File: config.mk
export PLATFORM = sky130hd
export DESIGN_NAME = clk_div_ctrl
export DESIGN_NICKNAME = d
export VERILOG_FILES = /design/src/rtl/clk_div_pkg.sv /design/src/rtl/clk_div_ctrl.sv
export SDC_FILE = /design/constraint.sdc
export NUM_CORES = 1
export LEC_CHECK = 0
export CORE_MARGIN = 2
export CORE_UTILIZATION = 46
export DETAILED_ROUTE_END_ITERATION = 8
export PLACE_DENSITY = 0.69
export SLEW_MARGIN = 20
export SYNTH_ARGS = -nofsm -noshare
export SYNTH_HDL_FRONTEND = slang
export SYNTH_SLANG_ARGS = --single-unit
File: constraint.sdc
create_clock -name clk -period 2.76 [get_ports clk]
set_clock_uncertainty 0.05 [all_clocks]
set_input_delay 0.552 -clock clk [delete_from_list [all_inputs] [get_ports clk]]
set_output_delay 0.552 -clock clk [all_outputs]
set_load 0.01 [all_outputs]
File: src/rtl/clk_div_pkg.sv
// Shared constants for the run-time clock-enable divider controller.
package clk_div_pkg;

  // Default counter/divisor width and the divisor loaded at reset.
  localparam int DIV_CNT_W   = 4;
  localparam int DIV_DEFAULT = 10;

  // Smallest divisor that still yields a real period (one high, one low).
  localparam int MIN_DIV     = 2;

  // clk_out is high while count < divisor >> HALF_SHIFT.
  localparam int HALF_SHIFT  = 1;

endpackage

File: src/rtl/clk_div_ctrl.sv
// Clock-enable divider with a glitch-free divisor change handshake.
// A new divisor is only applied on a period boundary (or at once while
// parked), so downstream logic never sees a runt period.
module clk_div_ctrl
  import clk_div_pkg::*;
#(
  parameter int CNT_W       = DIV_CNT_W,
  parameter int DEFAULT_DIV = DIV_DEFAULT
) (
  input  logic             clk,
  input  logic             rst_n,
  input  logic             run,
  input  logic             div_req,
  input  logic [CNT_W-1:0] div_val,
  output logic             div_ack,
  output logic             div_err,
  output logic             busy,
  output logic [CNT_W-1:0] cur_div,
  output logic             clk_en,
  output logic             clk_out
);

  localparam logic [CNT_W-1:0] ONE     = CNT_W'(1);
  localparam logic [CNT_W-1:0] DIV_RST = CNT_W'(DEFAULT_DIV);
  localparam logic [CNT_W-1:0] DIV_MIN = CNT_W'(MIN_DIV);

  logic [CNT_W-1:0] count_reg,    count_next;
  logic [CNT_W-1:0] cur_div_reg,  cur_div_next;
  logic [CNT_W-1:0] pend_div_reg, pend_div_next;
  logic             busy_reg,     busy_next;
  logic             ack_reg,      ack_next;
  logic             err_reg,      err_next;
  logic             clk_en_reg,   clk_en_next;
  logic             clk_out_reg,  clk_out_next;

  // Shared decision terms: wrap drives the counter, the outputs and the
  // moment a pending divisor may take effect.
  logic             wrap;
  logic             capture;
  logic             reject;
  logic             apply;
  logic [CNT_W-1:0] div_eff;

  // Next-state logic for counter, request capture/apply and output strobes.
  always_comb begin
    count_next    = count_reg;
    cur_div_next  = cur_div_reg;
    pend_div_next = pend_div_reg;
    busy_next     = busy_reg;
    ack_next      = 1'b0;
    err_next      = 1'b0;
    clk_en_next   = 1'b0;
    clk_out_next  = 1'b0;

    wrap    = (count_reg == (cur_div_reg - ONE));
    // A request is ignored while one is pending and in the ack cycle.
    capture = div_req && !busy_reg && !ack_reg;
    reject  = capture && (div_val < DIV_MIN);
    // Apply only needs busy_reg, so it can never coincide with a capture.
    apply   = busy_reg && (!run || wrap);
    div_eff = apply ? pend_div_reg : cur_div_reg;

    if (apply) begin
      cur_div_next = pend_div_reg;
      busy_next    = 1'b0;
      ack_next     = 1'b1;
    end else if (reject) begin
      ack_next = 1'b1;
      err_next = 1'b1;
    end else if (capture) begin
      pend_div_next = div_val;
      busy_next     = 1'b1;
    end

    if (run) begin
      count_next   = wrap ? '0 : (count_reg + ONE);
      clk_en_next  = wrap;
      clk_out_next = (count_next < (div_eff >> HALF_SHIFT));
    end else begin
      // Park just before the wrap so a restart begins a full period.
      count_next = div_eff - ONE;
    end
  end

  // State registers with asynchronous active-low reset.
  always_ff @(posedge clk or negedge rst_n) begin
    if (!rst_n) begin
      count_reg    <= DIV_RST - ONE;
      cur_div_reg  <= DIV_RST;
      pend_div_reg <= DIV_RST;
      busy_reg     <= 1'b0;
      ack_reg      <= 1'b0;
      err_reg      <= 1'b0;
      clk_en_reg   <= 1'b0;
      clk_out_reg  <= 1'b0;
    end else begin
      count_reg    <= count_next;
      cur_div_reg  <= cur_div_next;
      pend_div_reg <= pend_div_next;
      busy_reg     <= busy_next;
      ack_reg      <= ack_next;
      err_reg      <= err_next;
      clk_en_reg   <= clk_en_next;
      clk_out_reg  <= clk_out_next;
    end
  end

  assign div_ack = ack_reg;
  assign div_err = err_reg;
  assign busy    = busy_reg;
  assign cur_div = cur_div_reg;
  assign clk_en  = clk_en_reg;
  assign clk_out = clk_out_reg;

endmodule

## Yosys cells after proc, flatten, opt, wreduce, memory -nomap -nowiden

Index checks and enable logic that the tools add are counted.

- Flip-flop bits (word level): 17
- Input bits: 8
- Logic and storage cells: 39

- Magnitude comparators: 2
- Multiplexer cells: 11
- Add/subtract/negate cells: 3
- Equality and inequality tests: 2
- Bitwise logic cells: 2
- Reductions and logical operators: 11

Operator list:

| operator | count |
|---|---|
| $mux W4 | 3 |
| $mux W1 | 8 |
| $sub A4 B1 Y4 const B | 2 |
| $add A4 B1 Y4 const B | 1 |
| $eq A4 B4 Y1 | 1 |
| $logic_and A1 B1 Y1 | 4 |
| $lt A4 B2 Y1 const B | 1 |
| $lt A4 B3 Y1 | 1 |
| $logic_not A1 Y1 | 3 |
| $reduce_and A3 Y1 | 1 |
| $ne A2 B1 Y1 const B | 1 |
| $not A1 Y1 | 2 |
| $reduce_and A2 Y1 | 1 |
| $reduce_bool A2 Y1 | 1 |
| $logic_or A1 B1 Y1 | 1 |

## Depth between registers and ports, before layout

- Depth in word-level cells: 7
- Gate-level depth with buffers: 11

## Least setup slack after synthesis

Ideal clock, no wire load.

- Kind: reg2reg
- From: register cur_div_reg[1] (netlist: cur_div[1])
- To: register clk_out_reg (netlist: clk_out)
- Cell stages (with the launch flop): 12
- Path buffers: 0
- Arrival time: 2.669 ns
- Slack: -0.071 ns
- Clock period less this slack: 2.831 ns
- Required time: 2.599 ns
- Library setup time: 0.111 ns
- Cell sequence: dfstp_2 > inv_1 > ha_1 > xnor2_2 > xnor2_2 > nor3_4 > o21ai_4 > mux2i_1 > ha_1 > nor4_1 > o32ai_1 > a2111oi_2

- Word-level cells in the longest chain between the ends: 7

Ends and longest elaborated chain:

| item | line | source |
|---|---|---|
| from (decl) | clk_div_ctrl.sv:28 | `logic [CNT_W-1:0] cur_div_reg, cur_div_next;` |
| from (signal assigned) | clk_div_ctrl.sv:98 | `cur_div_reg <= cur_div_next;` |
| $sub A4 B1 Y4 | clk_div_ctrl.sv:55 | `wrap = (count_reg == (cur_div_reg - ONE));` |
| $eq A4 B4 Y1 | clk_div_ctrl.sv:55 |  |
| $logic_or A1 B1 Y1 | clk_div_ctrl.sv:60 | `apply = busy_reg && (!run \|\| wrap);` |
| $logic_and A1 B1 Y1 | clk_div_ctrl.sv:60 |  |
| $mux W4 | -- |  |
| $lt A4 B3 Y1 * | clk_div_ctrl.sv:78 | `clk_out_next = (count_next < (div_eff >> HALF_SHIFT));` |
| $mux W1 * | clk_div_ctrl.sv:75 | `if (run) begin` |
| via clk_out_next | clk_div_ctrl.sv:34 | `logic clk_out_reg, clk_out_next;` |
| to (signal assigned) | clk_div_ctrl.sv:104 | `clk_out_reg <= clk_out_next;` |
| to (decl) | clk_div_ctrl.sv:34 |  |

The timed path passes the listed nets; every way through them passes the cells marked *.
A chain may end at the register's enable or synchronous reset.

## Worst setup path in the final report

Ends and elaborated chain as after synthesis.

==> results_dict.tcl <==
set metrics [dict create \
    crit_family "compound AO/OA/AOI/OAI gates" \
    rows 17 \
    path_buf_inv 2 \
    drv_cap 0 \
    start_util 0.476 \
    synth.distinct_cells 34 \
    slowest_stage "dfstp_2" \
    synth-seq-cells 17 \
    syn_area_per_cell_um2 11.7 \
    r2r_slack_ns 0.08 \
    cp_cell_sequence "inv_1, ha_1, xnor2_2, xnor2_2, nor3_4, o21ai_4, buf_4, mux2i_1, ha_1, o21a_1, a2111oi_2" \
    via_per_inst 5.40 \
    synth-xor-area-share 0.116 \
    cp_max_fo 5 \
    finalNetCount 136 \
    synthMuxAreaShare 0.138 \
    grt_pass1_vias 751 \
    outcome "finished, final reports clean" \
    synth_top_family_by_area "multiplexers" \
    syn_area_um2 1020 \
    final_common_cell "clkdlybuf4s50_1" \
    die-area_um2 2620 \
    max_slew_margin 0.491 \
    hold_path.class "register to register" \
    synthAdderAreaFrac 0.0612 \
    hold-path-endpoint "cur_div[0]" \
    postCtsHoldBufs 0 \
    synth-simple-area-share 0.115 \
    clkTransAtPathRegs_ns 0.09 \
    clock_latency_ns 0.29 \
    clk_path_buf_depth 2 \
    yosys.area.top_type "dfrtp_1" \
    root_buffer "clkbuf_4" \
    grt_overflow 0 \
    setup_slack_ns 0.0847 \
    rr_worst_depth 11 \
    min_path_cells 1 \
    drive_gt1_frac 0.369 \
    num_vias 810 \
    place_ws_ns -0.00610 \
    antenna_left 0 \
    wl_um 2170 \
    port_buffers 16 \
    synth.area.top_cells "dfrtp_1, dfstp_2, ha_1" \
    ios 17 \
    coreArea_um2 2150 \
    cts_tree "built" \
    gp_congestion 0.911 \
    final_cell_mix "clkdlybuf4s50_1, buf_4, dfrtp_1" \
    clock.fmax_mhz 374 \
    dpl.hpwl_um 1650 \
    crit_arrival_ns 2.81 \
    syn_to_final_growth_pct 35.3 \
    first_iter_violations 7 \
    fill_cells 186 \
    cts_buffers 3 \
    p_per_area_nw_per_um2 1460 \
    synth-seq-area-share 0.424 \
    netlist_instances 87 \
    finalCriticalPeriod_ns 2.68 \
    diodes 0 \
    grt_usage 0.180 \
    startpoint_type "register" \
    hold_viol_final 0 \
    p_leak_uw 0.000620 \
    cp-end-kind "register" \
    chipWidth_um 51.1 \
    setup_viol 0 \
    ctsHtreeMaxLevel 1 \
    utilization 0.644 \
    rr_startpoint "cur_div[1]" \
    peakVddDrop_v 0.000820 \
    min-delay-start "cur_div[0]" \
    synth-compound-area-share 0.119 \
    slowest_delay_ns 0.54 \
    synth_top_area_frac 0.269 \
    worst_slew_pin_slew_ns 0.761 \
    timing.rr.end "clk_out" \
    period_share 0.969 \
    grt_pass1_wl_um 3350 \
    antenna_found_initial 0 \
    grt_max_degree 18 \
    path_class "register to register" \
    synth_nets 100 \
    chipHeight_um 51.1 \
    drt-pass1-iter-count 2 \
    wl_per_cell_um 14.4 \
    slew_viol_final 0 \
    cp.required_ns 2.89 \
    cts.sinks 17 \
    drcViolationCount 0 \
    yosys_warnings 0 \
]
area by class of cell:
class	instances	area [µm²]	area share
tap	28	35.0	0.0253
inverter	6	22.5	0.0163
sequential	17	434	0.314
multi-input combinational	63	581	0.420
timing repair buffer	32	284	0.205
clock buffer	4	26.3	0.0190
how the worst max path moves through the flow:
stage                from  endpoint  slack (ns)  cells after the start
2_1_floorplan  cur_div[1]   clk_out        0.01                     11
3_3_place_gp   cur_div[1]   clk_out         0.1                     11
3_5_place_dp   cur_div[1]   clk_out      -0.006                     11
4_1_cts        cur_div[1]   clk_out       0.002                     11
5_1_grt        cur_div[1]   clk_out      -0.008                     10
6_report       cur_div[1]   clk_out        0.08                     11
cells in the mapped netlist:
library cell / n
xnor2_1: 3
dfstp_2: 6
nand2_1: 5
xor2_2: 1
ha_1: 5
a21o_1: 1
nor3_2: 1
nor3_1: 2
o32ai_1: 2
o211ai_1: 1
o22ai_1: 1
nor4_1: 4
buf_2: 1
a21oi_1: 1
o21ai_4: 1
nor2_1: 4
inv_2: 1
xnor2_2: 2
dfrtp_1: 11
mux2i_1: 4
o41ai_1: 1
o21ai_0: 1
inv_1: 5
nand3_1: 2
nor3_4: 1
xor2_1: 5
o21a_1: 1
mux2_1: 1
o211a_1: 1
nor2b_1: 2
mux2_4: 3
a2111oi_2: 1
mux2_2: 4
o31ai_1: 2
what timing repair did:
item,CTS,global route
pin swaps,1,4
setup buffers,0,7
setup endpoints to repair,1,1
resized for setup,0,5
routing by layer:
metal  track usage  vias to the layer above  part of all wire
li1              -                      385                 -
met1         0.229                      399              0.43
met2         0.288                       20              0.50
met3        0.0351                        6             0.039
met4        0.0991                        0             0.024
met5             0                        -                 0
report_power, final:
part           switching [µW]  total [µW]  internal, µW  leakage (µW)
combinational             628        1350           723      0.000405
clock                    76.0         132          56.2     0.0000150
sequential                136         537           402      0.000200
per-stage QoR:
| stage | std cells | TNS [ns] | area, µm² | hold slack, ns | total power [µW] |
|---|---|---|---|---|---|
| 2_1_floorplan | 87 | 0 | 1020 | 0.206 | 1350 |
| 3_3_place_gp | 139 | 0 | 1280 | 0.532 | 1700 |
| 3_5_place_dp | 139 | -0.00610 | 1280 | 0.535 | 1710 |
| 4_1_cts | 143 | 0 | 1310 | 0.559 | 1850 |
| 5_1_grt | 150 | -0.00765 | 1380 | 0.578 | 2160 |
| 6_report | 150 | 0 | 1380 | 0.558 | 2020 |
cell families after synthesis:
kind of cell | Yosys count
buffers and inverters | 7
AOI/OAI and AO/OA | 14
and+or+nand+nor | 21
xor gates and xnor gates | 11
adders and majority gates | 5
muxes | 12
DFF | 17
Note: power is estimated with default switching activity, not from simulation.
